**config.mk**
```make
export PLATFORM = sky130hd
export DESIGN_NAME = ibex_prefetch_buffer_nreq
export DESIGN_NICKNAME = d
export VERILOG_FILES = /design/src/rtl/ibex_prefetch_pkg.sv /design/src/rtl/ibex_prefetch_fifo.sv /design/src/rtl/ibex_prefetch_buffer_nreq.sv
export SDC_FILE = /design/constraint.sdc
export NUM_CORES = 1
export LEC_CHECK = 0
export CORE_MARGIN = 10
export CORE_UTILIZATION = 30
export DETAILED_ROUTE_END_ITERATION = 7
export REMOVE_ABC_BUFFERS = 1
export SETUP_SLACK_MARGIN = 0.5
export SLEW_MARGIN = 25
export SYNTH_ARGS = -nofsm -noshare
export SYNTH_HDL_FRONTEND = slang
export SYNTH_SLANG_ARGS = --single-unit
```
**constraint.sdc**
```tcl
create_clock -name clk_i -period 4.62 [get_ports clk_i]
set_input_delay 0.924 -clock clk_i [delete_from_list [all_inputs] [get_ports clk_i]]
set_output_delay 0.924 -clock clk_i [all_outputs]
set_load 0.05 [all_outputs]
```
**src/rtl/ibex_prefetch_pkg.sv**
```systemverilog
// Shared types, default sizes and helpers for the N-request prefetch buffer.
package ibex_prefetch_pkg;

    localparam int unsigned PREFETCH_NUM_REQS   = 2;
    localparam int unsigned PREFETCH_FIFO_DEPTH = 3;

    typedef struct packed {
        logic [31:0] rdata;
        logic        err;
    } fetch_entry_t;

    // Bits needed to hold a count in the range 0..n.
    function automatic int unsigned cnt_width(input int unsigned n);
        return $clog2(n + 1);
    endfunction

endpackage

```
**src/rtl/ibex_prefetch_fifo.sv**
```systemverilog
// Circular word queue for the prefetch buffer; tracks the word address of its head entry.
module ibex_prefetch_fifo
    import ibex_prefetch_pkg::*;
#(
    parameter int unsigned  FifoDepth = PREFETCH_FIFO_DEPTH,
    parameter bit           ResetAll  = 1'b0,
    localparam int unsigned CntW      = cnt_width(FifoDepth)
) (
    input  logic            clk_i,
    input  logic            rst_ni,
    input  logic            clear_i,
    input  logic [31:0]     clear_addr_i,
    input  logic            push_i,
    input  fetch_entry_t    wdata_i,
    input  logic            pop_i,
    output logic            valid_o,
    output fetch_entry_t    rdata_o,
    output logic [31:0]     addr_o,
    output logic [CntW-1:0] cnt_o
);

    localparam int unsigned     PtrW    = (FifoDepth > 1) ? $clog2(FifoDepth) : 1;
    localparam logic [PtrW-1:0] LastPtr = PtrW'(FifoDepth - 1);
    localparam logic [CntW-1:0] FullCnt = CntW'(FifoDepth);

    fetch_entry_t    mem_q [FifoDepth];
    logic [PtrW-1:0] rptr_q, rptr_d, wptr_q, wptr_d;
    logic [CntW-1:0] cnt_q, cnt_d;
    logic [31:0]     head_addr_q, head_addr_d;
    logic            do_push, do_pop;

    function automatic logic [PtrW-1:0] ptr_inc(input logic [PtrW-1:0] p);
        return (p == LastPtr) ? '0 : p + 1'b1;
    endfunction

    assign valid_o = (cnt_q != '0);
    assign do_pop  = pop_i & valid_o & ~clear_i;
    // A push into a full queue is only accepted when the head leaves in the same cycle.
    assign do_push = push_i & ~clear_i & ((cnt_q != FullCnt) | do_pop);

    always_comb begin
        rptr_d      = rptr_q;
        wptr_d      = wptr_q;
        cnt_d       = cnt_q;
        head_addr_d = head_addr_q;
        if (clear_i) begin
            rptr_d      = '0;
            wptr_d      = '0;
            cnt_d       = '0;
            head_addr_d = clear_addr_i & 32'hFFFF_FFFC;
        end else begin
            if (do_push) wptr_d = ptr_inc(wptr_q);
            if (do_pop) begin
                rptr_d      = ptr_inc(rptr_q);
                head_addr_d = head_addr_q + 32'd4;
            end
            if (do_push && !do_pop)      cnt_d = cnt_q + 1'b1;
            else if (do_pop && !do_push) cnt_d = cnt_q - 1'b1;
        end
    end

    always_ff @(posedge clk_i or negedge rst_ni) begin
        if (!rst_ni) begin
            rptr_q <= '0;
            wptr_q <= '0;
            cnt_q  <= '0;
        end else begin
            rptr_q <= rptr_d;
            wptr_q <= wptr_d;
            cnt_q  <= cnt_d;
        end
    end

    if (ResetAll) begin : g_data_rst
        always_ff @(posedge clk_i or negedge rst_ni) begin
            if (!rst_ni) begin
                head_addr_q <= '0;
                for (int i = 0; i < FifoDepth; i++) mem_q[i] <= '0;
            end else begin
                head_addr_q <= head_addr_d;
                if (do_push) mem_q[wptr_q] <= wdata_i;
            end
        end
    end else begin : g_data_nrst
        always_ff @(posedge clk_i) begin
            head_addr_q <= head_addr_d;
            if (do_push) mem_q[wptr_q] <= wdata_i;
        end
    end

    assign rdata_o = mem_q[rptr_q];
    assign addr_o  = head_addr_q;
    assign cnt_o   = cnt_q;

endmodule

```
**src/rtl/ibex_prefetch_buffer_nreq.sv**
```systemverilog
// Instruction prefetch buffer: up to NumReqs fetches in flight, FifoDepth buffered words.
// Defining IBEX_PREFETCH_PERF_EN adds saturating discard/stall counters.
module ibex_prefetch_buffer_nreq
    import ibex_prefetch_pkg::*;
#(
    parameter int unsigned NumReqs   = PREFETCH_NUM_REQS,
    parameter int unsigned FifoDepth = PREFETCH_FIFO_DEPTH,
    parameter bit          ResetAll  = 1'b0
) (
    input  logic        clk_i,
    input  logic        rst_ni,
    input  logic        req_i,
    input  logic        branch_i,
    input  logic [31:0] addr_i,
    input  logic        ready_i,
    output logic        valid_o,
    output logic [31:0] rdata_o,
    output logic [31:0] addr_o,
    output logic        err_o,
    output logic        instr_req_o,
    input  logic        instr_gnt_i,
    output logic [31:0] instr_addr_o,
    input  logic [31:0] instr_rdata_i,
    input  logic        instr_err_i,
    input  logic        instr_rvalid_i,
`ifdef IBEX_PREFETCH_PERF_EN
    input  logic        perf_clr_i,
    output logic [15:0] perf_discard_o,
    output logic [15:0] perf_stall_o,
`endif
    output logic        busy_o
);

    localparam int unsigned OutW  = cnt_width(NumReqs);
    localparam int unsigned FifoW = cnt_width(FifoDepth);
    localparam int unsigned SumW  = cnt_width(NumReqs + FifoDepth);

    logic [OutW-1:0]  out_cnt_q, out_cnt_d, disc_cnt_q, disc_cnt_d, disc_base;
    logic             pend_q, pend_d, pend_disc_q, pend_disc_d;
    logic [31:0]      stored_addr_q, stored_addr_d, fetch_addr_q, fetch_addr_d;
    logic [31:0]      branch_addr, req_addr;
    logic [FifoW-1:0] fifo_cnt;
    logic             room, new_req, gnt_acc, rsp, drop_rsp, push;
    fetch_entry_t     push_entry, head_entry;

    assign branch_addr = addr_i & 32'hFFFF_FFFC;
    assign room        = (SumW'(fifo_cnt) + SumW'(out_cnt_q)) < SumW'(FifoDepth);
    assign new_req     = req_i & (out_cnt_q < OutW'(NumReqs)) & (room | branch_i);

    assign instr_req_o  = pend_q | new_req;
    assign req_addr     = pend_q ? stored_addr_q : (branch_i ? branch_addr : fetch_addr_q);
    assign instr_addr_o = req_addr & 32'hFFFF_FFFC;

    assign gnt_acc  = instr_req_o & instr_gnt_i;
    // Responses without an outstanding request are ignored so the counters cannot wrap.
    assign rsp      = instr_rvalid_i & (out_cnt_q != '0);
    assign drop_rsp = rsp & (branch_i | (disc_cnt_q != '0));
    assign push     = rsp & ~drop_rsp;

    always_comb begin
        out_cnt_d = out_cnt_q + OutW'(gnt_acc) - OutW'(rsp);

        disc_base = disc_cnt_q;
        if (branch_i)                     disc_base = out_cnt_q - OutW'(rsp);
        else if (rsp && disc_cnt_q != '0) disc_base = disc_cnt_q - 1'b1;
        // A held request that straddled a branch fetches a stale address: drop its response.
        disc_cnt_d = disc_base + OutW'(gnt_acc & pend_q & (pend_disc_q | branch_i));

        pend_d        = instr_req_o & ~instr_gnt_i;
        pend_disc_d   = pend_q & ~instr_gnt_i & (pend_disc_q | branch_i);
        stored_addr_d = pend_d ? instr_addr_o : stored_addr_q;

        fetch_addr_d = fetch_addr_q;
        if (new_req && !pend_q) fetch_addr_d = instr_addr_o + 32'd4;
        else if (branch_i)      fetch_addr_d = branch_addr;
    end

    always_ff @(posedge clk_i or negedge rst_ni) begin
        if (!rst_ni) begin
            out_cnt_q   <= '0;
            disc_cnt_q  <= '0;
            pend_q      <= 1'b0;
            pend_disc_q <= 1'b0;
        end else begin
            out_cnt_q   <= out_cnt_d;
            disc_cnt_q  <= disc_cnt_d;
            pend_q      <= pend_d;
            pend_disc_q <= pend_disc_d;
        end
    end

    if (ResetAll) begin : g_addr_rst
        always_ff @(posedge clk_i or negedge rst_ni) begin
            if (!rst_ni) begin
                stored_addr_q <= '0;
                fetch_addr_q  <= '0;
            end else begin
                stored_addr_q <= stored_addr_d;
                fetch_addr_q  <= fetch_addr_d;
            end
        end
    end else begin : g_addr_nrst
        always_ff @(posedge clk_i) begin
            stored_addr_q <= stored_addr_d;
            fetch_addr_q  <= fetch_addr_d;
        end
    end

    assign push_entry = '{rdata: instr_rdata_i, err: instr_err_i};

    ibex_prefetch_fifo #(
        .FifoDepth (FifoDepth),
        .ResetAll  (ResetAll)
    ) u_fifo (
        .clk_i        (clk_i),
        .rst_ni       (rst_ni),
        .clear_i      (branch_i),
        .clear_addr_i (branch_addr),
        .push_i       (push),
        .wdata_i      (push_entry),
        .pop_i        (ready_i),
        .valid_o      (valid_o),
        .rdata_o      (head_entry),
        .addr_o       (addr_o),
        .cnt_o        (fifo_cnt)
    );

    assign rdata_o = head_entry.rdata;
    assign err_o   = valid_o & head_entry.err;
    assign busy_o  = instr_req_o | (out_cnt_q != '0);

`ifdef IBEX_PREFETCH_PERF_EN
    logic [15:0] perf_discard_q, perf_stall_q;

    always_ff @(posedge clk_i or negedge rst_ni) begin
        if (!rst_ni) begin
            perf_discard_q <= '0;
            perf_stall_q   <= '0;
        end else if (perf_clr_i) begin
            perf_discard_q <= '0;
            perf_stall_q   <= '0;
        end else begin
            if (drop_rsp && perf_discard_q != 16'hFFFF)        perf_discard_q <= perf_discard_q + 16'd1;
            if (req_i && !valid_o && perf_stall_q != 16'hFFFF) perf_stall_q   <= perf_stall_q + 16'd1;
        end
    end

    assign perf_discard_o = perf_discard_q;
    assign perf_stall_o   = perf_stall_q;
`endif

endmodule

```
* Word level (Yosys, flattened, before mapping)
Memory sizes are Yosys's and may differ from the RTL's. Index checks and enable logic that the tools add are counted.
Storage, ports and cells: flip-flop bits (word level) 106, memory bits (writable) 99, output and inout port bits 100, word-level logic and storage cells 86, memories kept 1
Memory list:
- u_fifo.mem_q | words 3, bits a word 33, read ports 1, clocked after Yosys merged registers in 0, wr ports 1, line ibex_prefetch_fifo.sv:26 | fetch_entry_t mem_q [FifoDepth];
Operators by class: $add $sub $neg 12, order comparisons 2, eq/ne operators 3, mux-type cells 18, bitwise gates (word level) 26, reduce and logical (&&, ||, !) cells 13
Operators with widths (count):
- $mux W32 | 5
- $add A32 B3 Y32 const B | 2
- $mux W2 | 11
- $and A1 B1 Y1 | 16
- $reduce_bool A2 Y1 | 5
- $or A1 B1 Y1 | 7
- $add A2 B1 Y2 const B | 3
- $add A2 B1 Y2 | 2
- $eq A2 B2 Y1 const B | 2
- $logic_and A1 B1 Y1 | 4
- $sub A2 B1 Y2 | 2
- $sub A2 B1 Y2 const B | 2
- $add A2 B2 Y3 | 1
- $logic_not A1 Y1 | 3
- $lt A3 B2 Y1 const B | 1
- $not A1 Y1 | 3
- $reduce_bool A3 Y1 | 1
- $lt A2 B2 Y1 const B | 1
- $mux W1 | 2
- $ne A2 B2 Y1 const B | 1

* Longest topological paths before layout
depth in word-level cells 12, depth in mapped cells 13, gate-level depth less buffers 11

* Cells and area by module
Synthesis repeated with hierarchy kept, for this count alone.
Second synthesis, totals: cells, all modules 716, area, all modules 9198.8 µm²
Modules (own cells, without submodules):
- ibex_prefetch_fifo | times used 1, cells an instance 432, area an instance 5813.1 µm²
- ibex_prefetch_buffer_nreq | times used 1, cells an instance 284, area an instance 3385.7 µm²

* Least setup slack after synthesis
OpenSTA, ideal clock, no wires.
path type input to register, start point input port branch_i, end point memory u_fifo.mem_q[2][0] (netlist name), enable pin, arrival time 4.263 ns, path slack -0.115 ns, cell stages on the path 6, path buffers 4, path through buf_6 > buf_6 > buf_2 > buf_2 > a211o_1 > nor3b_1
Between the ends: longest elaborated chain between the ends 8, elaborated cells on any way between the ends 11, classes of those cells mux: 2; bitwise: 9
Ends and longest elaborated chain:
- start, declared | line ibex_prefetch_buffer_nreq.sv:13 | input logic branch_i,
- $or A1 B1 Y1 | line ibex_prefetch_buffer_nreq.sv:57 | assign drop_rsp = rsp & (branch_i | (disc_cnt_q != '0));
- $and A1 B1 Y1 | line ibex_prefetch_buffer_nreq.sv:57
- $not A1 Y1 | line ibex_prefetch_buffer_nreq.sv:58 | assign push = rsp & ~drop_rsp;
- $and A1 B1 Y1 | line ibex_prefetch_buffer_nreq.sv:58
- $and A1 B1 Y1 | line ibex_prefetch_fifo.sv:39 | assign do_push = push_i & ~clear_i & ((cnt_q != FullCnt) | do_pop);
- $and A1 B1 Y1 (*) | line ibex_prefetch_fifo.sv:39
- $mux W1 (*) | line ibex_prefetch_fifo.sv:87 | if (do_push) mem_q[wptr_q] <= wdata_i;
- $mux W1 (not written as such) (*) | line ibex_prefetch_fifo.sv:87
- end, declared | line ibex_prefetch_fifo.sv:26
Every way passes the cells marked *; elsewhere a longest branch is shown, timed or not.

* Final worst setup path
start point input port branch_i, end point output port instr_addr_o[13]
Between the ends: longest elaborated chain between the ends 2
Ends and longest elaborated chain:
- $mux W32
- $mux W32 | line ibex_prefetch_buffer_nreq.sv:51 | assign req_addr = pend_q ? stored_addr_q : (branch_i ? branch_addr : fetch_addr_q);
- end, declared | line ibex_prefetch_buffer_nreq.sv:22 | output logic [31:0] instr_addr_o,
No other way between the ends.

==> impl_metrics.ini <==
[clock_tree]
clock-root-buffer = clkbuf_16
cts_setup_buffers = 0
htree_num_levels = 1
cts-buffers-inserted = 24
clkLatencyLatePin_ns = 0.51
hold_buffers = 0
cts_tree = done
clkSlewWorstSetupHoldPaths_ns = 0.06
clkSinkCount = 201
cts_buffer_depth = 3

[logic_synthesis]
ys_seq_area_share_pct = 63.1
ys_ff_latch = 201
synth_top_area_share_pct = 53.1
syn-mean-instance-area_sq_um = 12.5
async_reset_ff_share_pct = 5.97
yosysWarnings = 0
yosys.area.top_type = edfxtp_1
synth_most_common_cell = edfxtp_1
synth_edf_count = 159
syn_inst = 717
yosys-top-cells-count = edfxtp_1, nand2_1, o21ai_0, mux2i_1, xor2_1
syn_area_sq_um = 8990
ys_types = 43
synthFlopType = edfxtp_1
yosys-top-cells-area = edfxtp_1, dfxtp_1, mux2i_1

[sta]
rsz0062_at_grt = no
period_minus_slack_ns = 3.85
tns_ns = 0
clock_skew_ns = 0.00988
maxSlewViolCount = 0
hold_viol = 0
timing.fmax_ghz = 0.259
tightest_slew_ns = 0.750
fin_crit_sh_pct = 83.4
slew-limit-headroom_pct = 50.0
finalSetupViolCount = 0

[worst_hold_path]
min_path_type = register to register

[routing]
vias = 5834
drtPass1Iterations = 4
wl_met3_um = 1510
top_layer_used = met4
ant_nets = 0
wire_per_inst_um = 16.9
dr_wl_met2_um = 9930
wl_met1_um = 9830
vias_per_cell = 4.50
drt_drc_violations_left = 0
drtIter0Drc = 275
wl_um = 22000

[floorplanning]
die-height_um = 193
dieWidth_um = 193
io_pins = 172
row_count = 63
start_util_pct = 30.3
dieArea_sq_um = 37300
core_area_sq_um = 29600

[cells_and_area]
n_fill_cell = 2858
area_growth_pct = 31.7
final_nets = 972
n_antenna_cell = 0
fin_util_pct = 40.0
drive_above_1_share_pct = 11.0

[global_routing]
grt_start_max_net_pins = 79
track_usage_pct = 11.5
grt_overflow = 0
antenna_found_initial = 0
grt_pass1_wl_um = 33800
grt_pass1_vias = 5901

[worst_setup_path]
critPathLaunchType = input port
cp.required_ns = 3.70
path_class = input port to output pin
critPathCaptureType = output pin
crit_arrival_ns = 2.93
crit_fanout = 78

[run_status]
status = complete, no violations

[power]
power_density_nw_per_um2 = 465
ir_drop_v = 0.000275
p_leak_nw = 4.11

[job]
cap_violations = 0

[place]
post-dp-hpwl_um = 15600
routabilityCongestion = 0.767
numPortBuffers = 165
[power breakdown]
group	leakage [nW]	total, W	internal, W	switching, W
combinational	1.87	0.00149	0.000526	0.000960
clock	0.369	0.00176	0.00104	0.000722
sequential	1.87	0.00226	0.00216	0.0000988
total	4.11	0.00551	0.00373	0.00178
[path summary, 6_finish.rpt]
check	startpoint	to	slack, ns	depth (start not counted)
max	branch_i	instr_addr_o[13]	0.77	5
min	fetch_addr_q[16]	fetch_addr_q[16]	0.56	2
max reg2reg	out_cnt_q[0]	fetch_addr_q[31]	1.50	9
min reg2reg	fetch_addr_q[16]	fetch_addr_q[16]	0.56	2
max in group asynchronous	rst_ni	u_fifo.rptr_q[0]	3.40	1
min in group asynchronous	rst_ni	u_fifo.cnt_o[0]	0.79	1
[cell usage in the layout, fill, tap and decap left out, types with 3 or more instances in the layout]
cell type / Yosys / final
a21oi_1: 19 / 18
and2_1: 3 / 3
and3_1: 9 / 9
and4_1: 3 / 3
buf_4: 4 / 18
clkbuf_16: 0 / 25
clkdlybuf4s50_1: 0 / 161
clkinv_1: 0 / 4
clkinv_2: 0 / 8
conb_1: 1 / 4
dfrtp_1: 12 / 10
dfxtp_1: 30 / 30
edfxtp_1: 159 / 159
ha_1: 8 / 8
inv_1: 27 / 27
mux2_2: 28 / 28
mux2i_1: 50 / 50
nand2_1: 87 / 87
nand3_1: 21 / 21
nand4_1: 9 / 9
nor2_1: 25 / 25
nor2b_1: 15 / 15
nor3_1: 11 / 10
nor4_1: 6 / 5
nor4_2: 3 / 4
o21ai_0: 74 / 73
xnor2_1: 27 / 27
xor2_1: 34 / 34
[metrics by stage]
stage / setup WS, ns / instances / power (W) / cell area (sq um) / hold WS (ns)
floorplan: 0.172 / 683 / 0.00327 / 8800 / 0.493
global placement: 0.534 / 1255 / 0.00379 / 11100 / 0.528
detailed placement: 0.572 / 1255 / 0.00380 / 11100 / 0.526
CTS: 0.551 / 1297 / 0.00560 / 11800 / 0.562
global route: 0.556 / 1297 / 0.00579 / 11800 / 0.575
finish: 0.765 / 1297 / 0.00551 / 11800 / 0.559
[registers in the layout (all words and copies together) (netlist names)]
signal         cells
u_fifo.mem_q      99
fetch_addr_q      30
stored_addr_q     30
u_fifo.addr_o     30
disc_cnt_q         2
out_cnt_q          2
u_fifo.cnt_o       2
u_fifo.rptr_q      2
u_fifo.wptr_q      2
pend_disc_q        1
pend_q             1
[repair_timing]
item	CTS	global route
resized for setup	1	3
setup endpoints to repair	1	10
hold endpoints to repair	0	0
[area by class of cell]
cell class | count | area (sq um) | share of cell area [%]
well taps | 390 | 488 | 4.12
repair buffers | 182 | 1780 | 15.0
clock inverters | 17 | 118 | 0.993
flip-flops and latches | 201 | 5680 | 47.9
multi-input cells | 454 | 3040 | 25.7
inverters | 28 | 118 | 0.993
clock buffers | 25 | 626 | 5.28
[metal layers]
metal / global-route usage, % / vias up
met2: 18.2 / 135
met3: 2.84 / 34
met5: 0 / -
li1: - / 2917
met1: 15.0 / 2748
met4: 4.32 / 0
[kinds of logic (layout without fill, tap and decap cells)]
| group | Yosys count | count (layout) | share of synthesized area [%] |
|---|---|---|---|
| flip-flops | 201 | 201 | 63.1 |
| AND/OR/NAND/NOR | 200 | 200 | 10.9 |
| AO/OA/AOI/OAI | 102 | 102 | 6.05 |
| multiplexers | 78 | 78 | 9.07 |
| buffers and inverters | 65 | 252 | 3.55 |
| XOR/XNOR | 61 | 61 | 5.94 |
| adder cells (fa/ha/maj) | 9 | 9 | 1.34 |
| other | 1 | 4 | 0.0417 |
[critical path, stage by stage]
cell and delay, ns:
buf_6 0.42, mux2_2 0.42, mux2i_1 0.27, inv_1 0.10, clkdlybuf4s50_1 0.71
Note: power is estimated with default switching activity, not from simulation.
